===== src/rtl/bit_cmd_sequencer_pkg.sv =====
// rtl/bit_cmd_sequencer_pkg.sv - shared command record, issue FSM states and op encodings
package bitcmd_pkg;

    localparam logic OP_SET = 1'b1;
    localparam logic OP_CLR = 1'b0;

    typedef struct packed {
        logic       op;
        logic [1:0] idx;
    } bit_cmd_t;

    typedef enum logic {
        IDLE,
        HOLD
    } issue_state_t;

endpackage


===== src/rtl/bit_cmd_sequencer_if.sv =====
// rtl/bit_cmd_sequencer_if.sv - valid/ready command channel toward the set/clear register
// Signals: cmd_valid (command present), cmd_op (1 = set, 0 = clear),
//          cmd_idx (target bit), cmd_ready (downstream accepts this cycle).
// Modports: master drives the command, slave drives ready.
interface bit_cmd_sequencer_if #(
    parameter int IDX_W = 2
);
    logic             cmd_valid;
    logic             cmd_op;
    logic [IDX_W-1:0] cmd_idx;
    logic             cmd_ready;

    modport master (output cmd_valid, output cmd_op, output cmd_idx, input  cmd_ready);
    modport slave  (input  cmd_valid, input  cmd_op, input  cmd_idx, output cmd_ready);
endinterface


===== src/rtl/bit_cmd_sequencer_debounce.sv =====
// rtl/bit_cmd_sequencer_debounce.sv - per-button synchroniser, debouncer and press detector
// Ports: clk, rst (sync, active-high); i_raw asynchronous button level;
//        o_rise one-cycle pulse when the debounced level goes 0->1.
module btn_debounce #(
    parameter int DEB_CYCLES = 16
) (
    input  logic clk,
    input  logic rst,
    input  logic i_raw,
    output logic o_rise
);
    localparam int CNT_W = $clog2(DEB_CYCLES);

    logic             r_sync1;
    logic             r_sync2;
    logic             r_db;
    logic             r_db_d;
    logic [CNT_W-1:0] r_cnt;

    always_ff @(posedge clk) begin
        if (rst) begin
            r_sync1 <= 1'b0;
            r_sync2 <= 1'b0;
            r_db    <= 1'b0;
            r_db_d  <= 1'b0;
            r_cnt   <= '0;
        end else begin
            r_sync1 <= i_raw;
            r_sync2 <= r_sync1;
            r_db_d  <= r_db;
            // Counter only runs while the synced level disagrees with the accepted level;
            // any return to agreement restarts the qualification window.
            if (r_sync2 == r_db) begin
                r_cnt <= '0;
            end else if (r_cnt == CNT_W'(DEB_CYCLES - 1)) begin
                r_db  <= r_sync2;
                r_cnt <= '0;
            end else begin
                r_cnt <= r_cnt + 1'b1;
            end
        end
    end

    assign o_rise = r_db & ~r_db_d;
endmodule


===== src/rtl/bit_cmd_sequencer.sv =====
// rtl/bit_cmd_sequencer.sv - pushbutton front end issuing {op, idx} set/clear commands
// Ports: clk, rst (sync, active-high); i_btn_raw[N_BTN] async buttons (1 = pressed);
//        i_set_sw async set/clear switch sampled at press; cmd_if command channel (master);
//        o_busy any command pending or presented; o_overrun one-cycle pulse when a press
//        lands on a button whose previous command is still outstanding.
module bit_cmd_sequencer
    import bitcmd_pkg::*;
#(
    parameter int N_BTN      = 4,
    parameter int DEB_CYCLES = 16
) (
    input  logic                   clk,
    input  logic                   rst,
    input  logic [N_BTN-1:0]       i_btn_raw,
    input  logic                   i_set_sw,
    bit_cmd_sequencer_if.master    cmd_if,
    output logic                   o_busy,
    output logic                   o_overrun
);
    localparam int IDX_W = $clog2(N_BTN);

    logic             r_sw_s1;
    logic             r_sw_s2;
    logic [N_BTN-1:0] w_rise;
    logic [N_BTN-1:0] r_pending;
    logic [N_BTN-1:0] r_pend_op;
    logic [N_BTN-1:0] w_pend_nxt;
    logic [N_BTN-1:0] w_op_nxt;
    logic [N_BTN-1:0] w_gnt_clr;
    logic             r_overrun;
    logic             w_ovr;

    issue_state_t     r_state;
    issue_state_t     w_state_nxt;
    bit_cmd_t         r_cmd;
    bit_cmd_t         w_cmd_nxt;
    logic [IDX_W-1:0] r_rr_ptr;
    logic [IDX_W-1:0] w_rr_nxt;
    logic [IDX_W-1:0] w_base;
    logic [IDX_W-1:0] w_gnt_idx;
    logic             w_accept;
    logic             w_gnt;

    function automatic logic [IDX_W-1:0] wrap_inc(input logic [IDX_W-1:0] i);
        return (int'(i) == N_BTN - 1) ? '0 : i + 1'b1;
    endfunction

    // First requesting index at or after base, wrapping around.
    function automatic logic [IDX_W-1:0] rr_pick(input logic [N_BTN-1:0] req,
                                                 input logic [IDX_W-1:0] base);
        logic [IDX_W-1:0] pick;
        logic [IDX_W-1:0] j;
        logic             found;
        pick  = '0;
        found = 1'b0;
        for (int k = 0; k < N_BTN; k++) begin
            j = IDX_W'((int'(base) + k) % N_BTN);
            if (!found && req[j]) begin
                pick  = j;
                found = 1'b1;
            end
        end
        return pick;
    endfunction

    for (genvar gi = 0; gi < N_BTN; gi++) begin : g_btn
        btn_debounce #(.DEB_CYCLES(DEB_CYCLES)) u_db (
            .clk    (clk),
            .rst    (rst),
            .i_raw  (i_btn_raw[gi]),
            .o_rise (w_rise[gi])
        );
    end

    always_comb begin
        w_accept    = (r_state == HOLD) && cmd_if.cmd_ready;
        // A back-to-back grant already scans from the post-acceptance pointer.
        w_base      = w_accept ? wrap_inc(r_cmd.idx) : r_rr_ptr;
        w_gnt_idx   = rr_pick(r_pending, w_base);
        w_state_nxt = r_state;
        w_cmd_nxt   = r_cmd;
        w_rr_nxt    = r_rr_ptr;
        w_gnt       = 1'b0;
        case (r_state)
            IDLE: begin
                if (|r_pending) begin
                    w_gnt       = 1'b1;
                    w_state_nxt = HOLD;
                end
            end
            HOLD: begin
                if (w_accept) begin
                    w_rr_nxt = w_base;
                    if (|r_pending) w_gnt = 1'b1;
                    else            w_state_nxt = IDLE;
                end
            end
            default: w_state_nxt = IDLE;
        endcase
        if (w_gnt) begin
            w_cmd_nxt = '{op: r_pend_op[w_gnt_idx], idx: w_gnt_idx};
        end
        w_gnt_clr = w_gnt ? (N_BTN'(1) << w_gnt_idx) : '0;
    end

    // A new press always wins over a same-cycle grant clear. A command counts as
    // outstanding while pending or while presented and not yet accepted.
    always_comb begin
        w_ovr      = 1'b0;
        w_pend_nxt = r_pending & ~w_gnt_clr;
        w_op_nxt   = r_pend_op;
        for (int i = 0; i < N_BTN; i++) begin
            if (w_rise[i]) begin
                if (r_pending[i] ||
                    ((r_state == HOLD) && (r_cmd.idx == IDX_W'(i)) && !w_accept)) begin
                    w_ovr = 1'b1;
                end
                w_pend_nxt[i] = 1'b1;
                w_op_nxt[i]   = r_sw_s2 ? OP_SET : OP_CLR;
            end
        end
    end

    always_ff @(posedge clk) begin
        if (rst) begin
            r_sw_s1   <= 1'b0;
            r_sw_s2   <= 1'b0;
            r_state   <= IDLE;
            r_cmd     <= '{op: OP_CLR, idx: '0};
            r_rr_ptr  <= '0;
            r_pending <= '0;
            r_pend_op <= '0;
            r_overrun <= 1'b0;
        end else begin
            r_sw_s1   <= i_set_sw;
            r_sw_s2   <= r_sw_s1;
            r_state   <= w_state_nxt;
            r_cmd     <= w_cmd_nxt;
            r_rr_ptr  <= w_rr_nxt;
            r_pending <= w_pend_nxt;
            r_pend_op <= w_op_nxt;
            r_overrun <= w_ovr;
        end
    end

    assign cmd_if.cmd_valid = (r_state == HOLD);
    assign cmd_if.cmd_op    = r_cmd.op;
    assign cmd_if.cmd_idx   = r_cmd.idx;
    assign o_busy           = (|r_pending) || (r_state == HOLD);
    assign o_overrun        = r_overrun;
endmodule


===== src/flat_wrapper.sv =====
// flat-port wrapper written by rule: the top's interface ports become plain ports
module bit_cmd_sequencer_flat import bitcmd_pkg::*;
#(
    parameter int N_BTN      = 4,
    parameter int DEB_CYCLES = 16
)
  (clk, rst, i_btn_raw, i_set_sw, o_busy, o_overrun, cmd_if_cmd_valid, cmd_if_cmd_op, cmd_if_cmd_idx, cmd_if_cmd_ready);
  bit_cmd_sequencer_if cmd_if_i ();
  input  logic clk;
  input  logic rst;
  input  logic [N_BTN-1:0] i_btn_raw;
  input  logic i_set_sw;
  output logic o_busy;
  output logic o_overrun;
  output wire logic [$bits(cmd_if_i.cmd_valid)-1:0] cmd_if_cmd_valid;
  output wire logic [$bits(cmd_if_i.cmd_op)-1:0] cmd_if_cmd_op;
  output wire logic [$bits(cmd_if_i.cmd_idx)-1:0] cmd_if_cmd_idx;
  input wire logic [$bits(cmd_if_i.cmd_ready)-1:0] cmd_if_cmd_ready;
  assign cmd_if_cmd_valid = cmd_if_i.cmd_valid;
  assign cmd_if_cmd_op = cmd_if_i.cmd_op;
  assign cmd_if_cmd_idx = cmd_if_i.cmd_idx;
  assign cmd_if_i.cmd_ready = cmd_if_cmd_ready;
  bit_cmd_sequencer #(.N_BTN(N_BTN), .DEB_CYCLES(DEB_CYCLES)) u_core (.clk(clk), .rst(rst), .i_btn_raw(i_btn_raw), .i_set_sw(i_set_sw), .cmd_if(cmd_if_i), .o_busy(o_busy), .o_overrun(o_overrun));
endmodule

===== config.mk =====
export PLATFORM = sky130hd
export DESIGN_NAME = bit_cmd_sequencer_flat
export DESIGN_NICKNAME = d
export VERILOG_FILES = /design/src/rtl/bit_cmd_sequencer_pkg.sv /design/src/rtl/bit_cmd_sequencer_if.sv /design/src/rtl/bit_cmd_sequencer_debounce.sv /design/src/rtl/bit_cmd_sequencer.sv /design/src/flat_wrapper.sv
export SDC_FILE = /design/constraint.sdc
export NUM_CORES = 1
export LEC_CHECK = 0
export BUFFER_PORTS_ARGS = -buffer_cell sky130_fd_sc_hd__clkbuf_2
export CAP_MARGIN = 0
export CORE_ASPECT_RATIO = 1.2
export CORE_MARGIN = 2
export CORE_UTILIZATION = 61
export CTS_BUF_LIST = sky130_fd_sc_hd__clkbuf_4 sky130_fd_sc_hd__clkbuf_8
export CTS_CLUSTER_DIAMETER = 200
export DETAILED_ROUTE_END_ITERATION = 6
export PLACE_DENSITY = 0.85
export SETUP_SLACK_MARGIN = 0.1
export SLEW_MARGIN = 40
export SYNTH_ARGS = -nofsm -noshare
export SYNTH_HDL_FRONTEND = slang
export SYNTH_SLANG_ARGS = --single-unit

===== constraint.sdc =====
create_clock -name clk -period 2.3 [get_ports clk]
set_input_delay 0.115 -clock clk [delete_from_list [all_inputs] [get_ports clk]]
set_output_delay 0.115 -clock clk [all_outputs]
set_load 0.02 [all_outputs]

Word-level counts from Yosys, hierarchy flattened

Index checks and enable logic that the tools add are counted.
Widths: inputs -> output; s select.

Register bits after elaboration: 49
Output and inout bits: 6
Word-level logic and storage cells: 143
Input port bits: 8

Mux-type cells: 38
Shift-type cells: 1
$add $sub $neg: 8
Order comparisons: 5
Reduce and logical (&&, ||, !) cells: 32
Eq/ne operators: 12
Bitwise operators: 15

Operators with widths:

| operator            | count |
|---|---|
| $mux 1              | 24 |
| $add 4x1->4 const B | 4 |
| $eq 4x4->1 const B  | 4 |
| $lt 2x3->1 const B  | 5 |
| $logic_and 1x1->1   | 12 |
| $mux 2              | 6 |
| $reduce_or 3->1     | 4 |
| $bmux 1 s2          | 5 |
| $reduce_and 2->1    | 5 |
| $not 1->1           | 9 |
| $logic_or 1x1->1    | 5 |
| $add 2x1->2 const B | 2 |
| $add 2x2->2 const B | 2 |
| $and 1x1->1         | 4 |
| $and 4x4->4         | 1 |
| $eq 1x1->1          | 4 |
| $eq 2x1->1 const B  | 2 |
| $eq 2x2->1 const B  | 2 |
| $logic_not 1->1     | 4 |
| $mux 4              | 1 |
| $not 4->4           | 1 |
| $pmux 1 s2          | 2 |
| $reduce_or 4->1     | 1 |
| $shl 1x2->4 const A | 1 |
| $logic_not 2->1     | 1 |

Longest topological paths before layout

Word-level depth: 20
Mapped depth: 8
Mapped depth without buffers: 8

By module

Synthesis repeated with hierarchy kept, for this count alone.

Cell total of the unflattened synthesis: 205
Area total of the unflattened synthesis: 2013.2 sq um

By module, submodules not included:

| module            | sequential area each (sq um) | cells each | area each (sq um) | times used |
|---|---|---|---|---|
| btn_debounce      | 160.2                        | 26         | 284.0             | 4 |
| bit_cmd_sequencer | 340.3                        | 101        | 877.1             | 1 |

Least setup slack after synthesis

OpenSTA, ideal clock, no wires.

Path kind: reg2reg
Start: register u_core.r_cmd, in the netlist u_core.cmd_if.cmd_idx[0]
End: register u_core.r_pending[0]
Slack: 47 ps
Arrival: 2185 ps
Required time: 2233 ps
Cell stages (with the launch flop): 9
Path through: dfxtp_1 -> inv_1 -> ha_1 -> and3_1 -> a21oi_2 -> nor3b_1 -> or4_1 -> a21bo_1 -> a21oi_2

Word-level cells in the longest chain between the ends: 20
Elaborated cells between the ends (all ways): 33
Those cells by class: add/sub (4); eq/ne (1); shift (1); mux (19); bitwise (2); reduce/logical (6)

Ends and longest elaborated chain:

| item                                                 | line                     | source |
|---|---|---|
| from (decl)                                          | bit_cmd_sequencer.sv:35  | `bit_cmd_t r_cmd;` |
| from (signal assigned)                               | bit_cmd_sequencer.sv:129 | `r_cmd <= '{op: OP_CLR, idx: '0};` |
| from (signal assigned)                               | bit_cmd_sequencer.sv:138 | `r_cmd <= w_cmd_nxt;` |
| $add 2x1->2 or $eq 2x1->1 (tied branches)            | bit_cmd_sequencer.sv:45  | `return (int'(i) == N_BTN - 1) ? '0 : i + 1'b1;` |
| $mux 2 (*)                                           | bit_cmd_sequencer.sv:45  |  |
| $mux 2 (*)                                           | bit_cmd_sequencer.sv:78  | `w_base = w_accept ? wrap_inc(r_cmd.idx) : r_rr_ptr;` |
| branches (longest 11 deep; another with $add 2x1->2) | -                        |  |
| $mux 2 (*)                                           | bit_cmd_sequencer.sv:58  | `if (!found && req[j]) begin` |
| $shl 1x2->4 (*)                                      | bit_cmd_sequencer.sv:103 | `w_gnt_clr = w_gnt ? (N_BTN'(1) << w_gnt_idx) : '0;` |
| $mux 4 (*)                                           | bit_cmd_sequencer.sv:103 |  |
| $not 4->4 (*)                                        | bit_cmd_sequencer.sv:110 | `w_pend_nxt = r_pending & ~w_gnt_clr;` |
| $and 4x4->4 (*)                                      | bit_cmd_sequencer.sv:110 |  |
| $mux 1 (*)                                           | bit_cmd_sequencer.sv:113 | `if (w_rise[i]) begin` |
| to (signal assigned)                                 | bit_cmd_sequencer.sv:140 | `r_pending <= w_pend_nxt;` |
| to (decl)                                            | bit_cmd_sequencer.sv:25  | `logic [N_BTN-1:0] r_pending;` |

Mark *: on every way between the ends. The select of a mux whose other input is x is not followed.
A chain may end at the register's enable or synchronous reset.

Final worst setup path

Start: register u_core.r_cmd, in the netlist u_core.cmd_if.cmd_idx[1]
End: register u_core.r_pending[0]

The elaborated chain is that of the path after synthesis.

==> flow_summary.toml <==
[run_status]
status = "completed"

[global_routing]
initial_antenna_violation_count = 0
grt-ovfl-total = 0
number_of_global_route_vias_before_repair = 1456
grt_max_degree = 38
grt_pass1_wl_mm = 6.00
grt_use_total_pct = 21.1

[final_layout]
fillCellCount = 228
layout.cells.most_common = "dfxtp_1"
leading_cell_types_in_the_layout_fill_and_taps_excluded = "dfxtp_1 (47), nor2_1 (32), nand2b_1 (15), nor2b_1 (15), clkbuf_2 (13)"
finalNetCount = 242
final_area_um2 = 2260
synthToLayoutAreaGrowth_pct = 13.7
drive_gt1_share_pct = 16.4
antenna_cells = 0

[setup_path]
critical_path.max_fanout = 6
crit_required_ns = 2.59
critPathArrivalTime_ns = 2.43
setup.worst_path.start_class = "flop"
end_kind = "flop"
worst-setup-path-type = "reg2reg"

[die]
starting_utilization_of_the_core_area_pct = 64.4
rows = 22
floorplan.die.height_um = 66.5
fp.dieW_um = 56.1
coreArea_um2 = 3080
boundaryPins = 14
floorplan.die_area_um2 = 3730

[job]
max_cap_viol_count = 0

[sta]
timing.final.hold_violations = 0
slew_headroom_pct = 53.5
min_period_ns = 2.13
max_freq_mhz = 469
measured_slew_at_the_worst_slew_check_pin_ns = 0.698
period_share_pct = 92.8
timing.clock.skew_ns = 0.00496
hold-worst-slack_ns = 0.151
drv_slew = 0
totalNegativeSetupSlack_ns = 0
setup_repair_after_global_routing_missed_its_margin = "yes"
total_of_endpoints_with_negative_setup_slack_in_the_final_report = 0

[synthesis]
netlist-cell-type-count = 36
postSynthNetCount = 219
synth_compound_gate_area_share_pct = 9.14
synthesis.area_per_instance_um2 = 9.78
mux_share_of_post_synthesis_cell_area_pct = 5.55
synth-seq-cells = 49
dominant_combinational_cell_family_by_area_after_synthesis = "simple AND/OR/NAND/NOR gates"
synth-simple-area-share_pct = 23.5
yosys.area_share.adder_pct = 5.04
synth-seq-area-share_pct = 49.4
synthesis.area_um2 = 1990
syn_inst_count = 203
synth_warnings = 0
synthXorXnorAreaFrac_pct = 5.29

[clock_tree]
clkSinkCount = 49
cts-htree-levels = 2
clock_tree_from_tritoncts = "built"
clockBufferDepth = 2
numCtsBuffers = 5
insertion_delay_ns = 0.36
clkSlewWorstSetupHoldPaths_ns = 0.13
ctsRootBufferMaster = "clkbuf_4"

[placed_design]
gp_congestion = 0.888
detailed_place.area_um2 = 2080
io_buffers = 13
post-dp-hpwl_mm = 2.54

[detailed_routing]
wire_length_after_detailed_routing_mm = 3.51
drt_iter0_drc = 48
wire_per_inst_um = 13.4
ant_nets = 0
route.detailed.drc = 0
via_count = 1462
vias_per_cell = 5.58
firstDrtPassIters = 4

[power_and_ir_drop]
power_mw = 1.28
power.leakage_nw = 0.922
pwr_dens_nw_per_um2 = 568
worst_vdd_rail_ir_drop_mv = 0.521

[worst_hold_path]
hold_class = "in2reg"
[final cells by class]
class | instances | area [um^2] | area share, %
Tap cell | 36 | 45.0 | 1.99
Inverter | 7 | 26.3 | 1.16
Timing Repair Buffer | 20 | 130 | 5.76
Clock buffer | 6 | 45.0 | 1.99
Multi-Input combinational cell | 143 | 1010 | 44.9
Clock inverter | 1 | 8.76 | 0.388
Sequential cell | 49 | 988 | 43.8
[layer usage]
metal  GRT usage (%)  vias to the layer above  wire (um)
li1                -                      722          -
met1            21.1                      683       1390
met2            40.1                       47       1860
met3            6.21                       10        159
met4            9.52                        0         93
met5               0                        -          0
[Yosys cell counts, drive strengths merged]
| library cell | count | area [um^2] |
|---|---|---|
| a211o | 1 | 8.76 |
| a21bo | 2 | 20.0 |
| a21oi | 13 | 72.6 |
| a221oi | 1 | 15.0 |
| a2bb2oi | 1 | 8.76 |
| a31oi | 2 | 18.8 |
| and3 | 2 | 17.5 |
| clkbuf | 4 | 15.0 |
| dfxtp | 49 | 981 |
| ha | 8 | 100 |
| inv | 7 | 26.3 |
| mux2i | 11 | 110 |
| nand2 | 5 | 21.3 |
| nand2b | 15 | 93.8 |
| nand3 | 9 | 45.0 |
| nand4 | 1 | 6.26 |
| nand4b | 1 | 8.76 |
| nor2 | 32 | 120 |
| nor2b | 15 | 93.8 |
| nor3b | 1 | 7.51 |
| nor4 | 2 | 27.5 |
| o21ai | 2 | 10.0 |
| o21bai | 1 | 7.51 |
| o22ai | 2 | 12.5 |
| o31ai | 1 | 7.51 |
| or2b | 1 | 7.51 |
| or4 | 1 | 7.51 |
| or4b | 1 | 10.0 |
| xnor2 | 4 | 35.0 |
| xor2 | 8 | 70.1 |
[worst max-delay path: stages, from the launching register on]
cell,delay [ns]
dfxtp_4,0.39
inv_1,0.06
ha_1,0.29
and3_4,0.21
a21oi_4,0.06
and3_4,0.20
or4_4,0.54
a21bo_1,0.20
a21oi_2,0.13
[through the flow]
step,instances,utilization [%],worst slack (ns)
floorplan,203,-,0.163
global placement,248,67.6,0.174
detailed placement,248,67.6,0.0360
CTS,260,71.9,0.129
global route,262,73.3,0.0925
finish,262,73.3,0.166
[state kept, by name, summed over array words and instances (netlist names), 4 cells and up]
name	cells
u_core.g_btn.u_db.r_cnt	16
u_core.g_btn.u_db.r_db	4
u_core.g_btn.u_db.r_db_d	4
u_core.g_btn.u_db.r_sync1	4
u_core.g_btn.u_db.r_sync2	4
u_core.r_pend_op	4
u_core.r_pending	4
[what timing repair did]
| item | in CTS | in global routing |
|---|---|---|
| hold buffers | 5 | 0 |
| pin swaps | 0 | 6 |
| resized for setup | 6 | 6 |
| hold endpoints to repair | 5 | 0 |
| setup buffers | 0 | 2 |
| endpoints found under the setup margin | 3 | 5 |
[power by group]
group / switching, mW / internal [mW]
combinational: 0.0184 / 0.0190
clock: 0.254 / 0.129
sequential: 0.00520 / 0.857
total: 0.278 / 1.00
[cell families (layout without fill, tap and decap cells)]
group / count (synthesis) / after routing
simple gates: 86 / 86
flops: 49 / 49
compound gates: 26 / 26
xor+xnor: 12 / 12
mux: 11 / 11
buf+inv: 11 / 34
fa+ha+maj: 8 / 8
[path summary, 6_finish.rpt]
path	end	startpoint	slack [ns]	depth (start not counted)
max	u_core.r_pending[0]$_SDFF_PP0_	u_core.cmd_if.cmd_idx[1]$_SDFFE_PP0P_	0.17	8
min reg2reg	u_core.g_btn[2].u_db.r_sync2$_SDFF_PP0_	u_core.g_btn[2].u_db.r_sync1$_SDFF_PP0_	0.45	1
min	u_core.cmd_if.cmd_valid$_SDFF_PP0_	cmd_if_cmd_ready	0.15	3
max reg2reg	u_core.r_pending[0]$_SDFF_PP0_	u_core.cmd_if.cmd_idx[1]$_SDFFE_PP0P_	0.17	8
No activity file was read; power rests on OpenSTA's default activity.
